==> config.mk <==
export PLATFORM = sky130hd
export DESIGN_NAME = switch_debounce
export DESIGN_NICKNAME = d
export VERILOG_FILES = /design/src/rtl/switch_debounce.sv
export SDC_FILE = /design/constraint.sdc
export NUM_CORES = 1
export LEC_CHECK = 0
export ABC_AREA = 1
export BUFFER_PORTS_ARGS = -buffer_cell sky130_fd_sc_hd__buf_2
export CORE_MARGIN = 2
export CORE_UTILIZATION = 55
export CTS_BUF_LIST = sky130_fd_sc_hd__clkbuf_4 sky130_fd_sc_hd__clkbuf_8
export CTS_CLUSTER_SIZE = 14
export DETAILED_ROUTE_END_ITERATION = 16
export PLACE_DENSITY = 0.72
export SYNTH_ARGS = -nofsm -noshare
export SYNTH_HDL_FRONTEND = slang
export SYNTH_SLANG_ARGS = --single-unit
==> constraint.sdc <==
create_clock -name clk -period 1.53 [get_ports clk]
set_input_delay 0.306 -clock clk [delete_from_list [all_inputs] [get_ports clk]]
set_output_delay 0.306 -clock clk [all_outputs]
set_load 0.01 [all_outputs]
==> src/rtl/switch_debounce.sv <==
// rtl/switch_debounce.sv - two-flop synchroniser and counter debounce filter with edge pulses.
// Optional rejected-glitch counter on Bounce_count when SWITCH_BOUNCE_CNT_EN is defined.
module switch_debounce #(
  parameter int STABLE_CYCLES = 200000,
  parameter int CNT_W         = 24
) (
  input  logic        clk,
  input  logic        reset_n,
  input  logic        Switch,
  output logic        Switch_state,
  output logic        Switch_rise,
`ifdef SWITCH_BOUNCE_CNT_EN
  output logic        Switch_fall,
  output logic [15:0] Bounce_count
`else
  output logic        Switch_fall
`endif
);

  localparam logic [CNT_W-1:0] CNT_LAST = CNT_W'(STABLE_CYCLES - 1);

  logic             sync0_q, sync0_d;
  logic             sync1_q, sync1_d;
  logic [CNT_W-1:0] cnt_q, cnt_d;
  logic             state_q, state_d;
  logic             rise_q, rise_d;
  logic             fall_q, fall_d;

  // Any cycle where the synchronised input matches the output restarts the count.
  always_comb begin
    sync0_d = Switch;
    sync1_d = sync0_q;
    cnt_d   = cnt_q;
    state_d = state_q;
    if (sync1_q == state_q) begin
      cnt_d = '0;
    end else if (cnt_q == CNT_LAST) begin
      state_d = sync1_q;
      cnt_d   = '0;
    end else begin
      cnt_d = cnt_q + CNT_W'(1);
    end
    rise_d = state_d & ~state_q;
    fall_d = ~state_d & state_q;
  end

  always_ff @(posedge clk or negedge reset_n) begin
    if (!reset_n) begin
      sync0_q <= 1'b0;
      sync1_q <= 1'b0;
      cnt_q   <= '0;
      state_q <= 1'b0;
      rise_q  <= 1'b0;
      fall_q  <= 1'b0;
    end else begin
      sync0_q <= sync0_d;
      sync1_q <= sync1_d;
      cnt_q   <= cnt_d;
      state_q <= state_d;
      rise_q  <= rise_d;
      fall_q  <= fall_d;
    end
  end

  assign Switch_state = state_q;
  assign Switch_rise  = rise_q;
  assign Switch_fall  = fall_q;

`ifdef SWITCH_BOUNCE_CNT_EN
  logic [15:0] bcnt_q, bcnt_d;

  // A glitch is a count abandoned part-way, not one completed by an output flip.
  always_comb begin
    bcnt_d = bcnt_q;
    if ((sync1_q == state_q) && (cnt_q != '0) && (bcnt_q != 16'hFFFF)) begin
      bcnt_d = bcnt_q + 16'd1;
    end
  end

  always_ff @(posedge clk or negedge reset_n) begin
    if (!reset_n) begin
      bcnt_q <= 16'd0;
    end else begin
      bcnt_q <= bcnt_d;
    end
  end

  assign Bounce_count = bcnt_q;
`endif

endmodule

==> metrics.md <==
| Metric | Value |
|---|---|
| Leak | `0.763 nW` |
| Sequential cell area | `approximately 730 sq um` |
| GRT Util Overall | `between 20% and 30%` |
| Root Buffer | `clkbuf_4` |
| Pwr dens | `roughly 690 nW/um^2` |
| Pins Over Slew Limit | `0` |
| MaxCap Viol Count | `0` |
| Hold_ws | `~0.083 ns` |
| Nets@finish | `approximately 240` |
| Worst Slack Setup Final | `0.133 ns` |
| CTS Buffer Depth | `2` |
| Number of global-route vias before repair | `1,411` |
| Worst-path maximum fanout | `8` |
| H-tree Lvls | `2` |
| Unrepaired setup endpoints after global routing | `no` |
| Syn-to-layout area delta | `8.73%` |
| Post-DP HPWL | `2.72 mm` |
| Clk_lat worst skew | `between 0.3 and 0.4 ns` |
| Grt ovf | `0` |
| GP Congestion | `0.954` |
| Final std cells w/o fill | `approximately 270` |
| Hold Path Class | `input port to register` |
| Core area | `2810 sq um` |
| Multi-input gate area | `882 sq um` |
| Share of cells above drive strength 1 | `15.7%` |
| FF+latch count, synth | `29` |
| Mapped Avg Cell Area | `7.46 sq um` |
| Synth warnings | `0` |
| CTS Buf Count | `5` |
| Placed Cells | `260` |
| Antenna Nets Post-Route | `0` |
| Pint | `~0.95 mW` |
| R2R depth | `8` |
| Pin count of the biggest net entering global routing | `30` |
| Cell variety after synth | `22` |
| Initial antenna violation count | `0` |
| Kind of end point of the critical path | `register` |
| Post-Place Worst Slack | `-0.00430 ns` |
| Critical path type | `register to register` |
| ANT cells | `0` |
| VDD IR max | `0.525 mV` |
| Final number of setup-violating endpoints | `0` |
| Register area share after synthesis | `43.6%` |
| Final core occ | `64.5%` |
| Synthesized area | `~1700 sq um` |
| # clock sinks | `29` |
| Syn Inst Count | `223` |
| Psw | `0.290 mW` |
| Power share of the clock group | `32.1%` |
| Part of the power in combinational logic | `4.6%` |
| Clk slew on worst S/H paths | `0.08 ns` |
| # DRC | `0` |
| Routed length per instance | `~13 microns` |
| Hold depth | `1` |
| Seq pwr share | `63.3%` |
| CP Launch Type | `register` |
| FMAX | `716 MHz` |
| Period utilization | `91.3%` |
| Global-route wire length before repair | `6.27 mm` |
| Sw Ratio | `23.4%` |
| CTS tree | `built` |
| Total Power | `1.24 mW` |
| Period minus WS final | `1.40 ns` |
| Starting Density | `59.3%` |
| CP arrival | `1.61 ns` |
| Die ar. | `3480 sq um` |
| Fin. Hold Viols | `0` |
| DRT iter0 DRCs | `61` |
| Post-CTS setup buffer count | `0` |
| Post-DR vias/cell | `5.28` |
| Rel. slew slack | `between 50 and 60%` |
| Net Count, Synth | `227` |
| DRT Pass-1 Iters | `4` |
| Final wirelength | `3.57 mm` |
| Fin Clk Skew | `0.00870 ns` |
| Status | `completed` |
| Die span in x | `59.0 microns` |
| Row count | `19` |
| Tightest Pin Transition | `0.634 ns` |
| I/O pin total | `6` |
| Chip Height | `around 59 microns` |
| Worst EP required | `1.75 ns` |
| Fillers | `249` |
| Vias post-DR | `1,409` |
| PortBufs | `5` |
final cells by class:
class	count	share of cell area, %
Multi-Input combinational cell	175	48.8
Inverter	18	3.74
Timing Repair Buffer	8	2.77
Clock buffer	5	2.08
Tap cell	31	2.15
Sequential cell	29	40.2
Clock inverter	1	0.277
logic make-up after synthesis:
group                      after synthesis  synth area share [%]
and+or+nand+nor                        155                  42.1
adders and majority gates                1                 0.752
xor gates and xnor gates                14                  7.37
buffers and inverters                   19                  4.51
DFF                                     29                  43.6
AOI/OAI and AO/OA                        5                  1.66
cells in the mapped netlist:
| master | instances | area [sq um] |
|---|---|---|
| dfrtp_1 | 29 | 726 |
| nand2_2 | 5 | 31.3 |
| ha_1 | 1 | 12.5 |
| nor2_4 | 4 | 45.0 |
| a21oi_1 | 2 | 10.0 |
| inv_1 | 18 | 67.6 |
| nor3_1 | 3 | 15.0 |
| and2_2 | 1 | 7.51 |
| xor2_1 | 6 | 52.6 |
| nand4_1 | 1 | 6.26 |
| buf_4 | 1 | 7.51 |
| xnor2_1 | 8 | 70.1 |
| nand2_1 | 56 | 210 |
| nand2_4 | 1 | 11.3 |
| o21bai_1 | 1 | 7.51 |
| nand3_2 | 1 | 10.0 |
| nor3_2 | 1 | 10.0 |
| and2_1 | 2 | 12.5 |
| nor2_2 | 8 | 50.1 |
| nor2_1 | 56 | 210 |
| nand3_1 | 16 | 80.1 |
| o21ai_0 | 2 | 10.0 |
state kept, by name (all words and copies together), names as in the netlist:
name,count
sync0_q,1
Switch_fall,1
Switch_state,1
Switch_rise,1
sync1_q,1
cnt_q,24
per-stage QoR:
step | cell area [sq um] | TNS, ns
finish | 1810 | 0
global route | 1810 | 0
CTS | 1790 | 0
detailed placement | 1730 | -0.00867
global placement | 1730 | 0
floorplan | 1660 | 0
repair_timing:
| item | in CTS | in global routing |
|---|---|---|
| resized for setup | 1 | 4 |
| setup endpoints to repair | 3 | 17 |
| hold buffers | 1 | 0 |
| pin swaps | 0 | 2 |
| hold endpoints to repair | 8 | 0 |
final timing paths:
path                               startpoint                   to  slack (ns)
setup / recovery           cnt_q[1]$_DFF_PN0_   cnt_q[8]$_DFF_PN0_        0.13
hold / removal                         Switch    sync0_q$_DFF_PN0_        0.08
setup reg to reg           cnt_q[1]$_DFF_PN0_   cnt_q[8]$_DFF_PN0_        0.13
hold reg to reg             sync0_q$_DFF_PN0_    sync1_q$_DFF_PN0_        0.36
max in group asynchronous             reset_n   cnt_q[0]$_DFF_PN0_        0.55
min in group asynchronous             reset_n  cnt_q[19]$_DFF_PN0_        0.53
layer usage:
| layer | global-route usage [%] | up-vias | part of all wire [%] |
|---|---|---|---|
| li1 | - | 710 | - |
| met1 | 32.5 | 665 | 46 |
| met4 | 11.4 | 0 | 2.0 |
| met3 | 6.55 | 5 | 4.5 |
| met2 | 39.0 | 29 | 48 |
| met5 | 0 | - | 0 |
worst max-delay path, stage by stage (launching register included):
cell,delay [ns]
dfrtp_1,0.41
ha_4,0.17
inv_1,0.08
nor2_4,0.13
nand2_4,0.09
nor2_2,0.10
nand3_2,0.10
nand2_4,0.14
nor2_1,0.06
power groups by stage:
stage	clock network, mW	registers (mW)	logic (mW)
final	0.399	0.786	0.0566
after global routing	0.441	0.787	0.0651
after CTS	0.421	0.783	0.0555
after detailed placement	0	0.799	0.0521
after global placement	0	0.798	0.0498
after floorplan	0	0.797	0.0264
cell usage in the layout (no fill, tap or decap):
master	Yosys	routed
a21oi_1	2	2
and2_1	2	2
and2_2	1	1
buf_2	0	5
buf_4	1	2
clkbuf_4	0	5
clkinv_2	0	1
dfrtp_1	29	28
dfrtp_2	0	1
dlygate4sd3_1	0	1
ha_4	0	1
inv_1	18	18
nand2_1	56	56
nand2_2	5	4
nand2_4	1	2
nand3_1	16	16
nand3_2	1	1
nand4_1	1	1
nor2_1	56	55
nor2_2	8	9
nor2_4	4	4
nor3_1	3	3
nor3_2	1	1
o21ai_0	2	2
o21bai_1	1	1
xnor2_1	8	8
xor2_1	6	6
(Power assumes the default switching activity.)
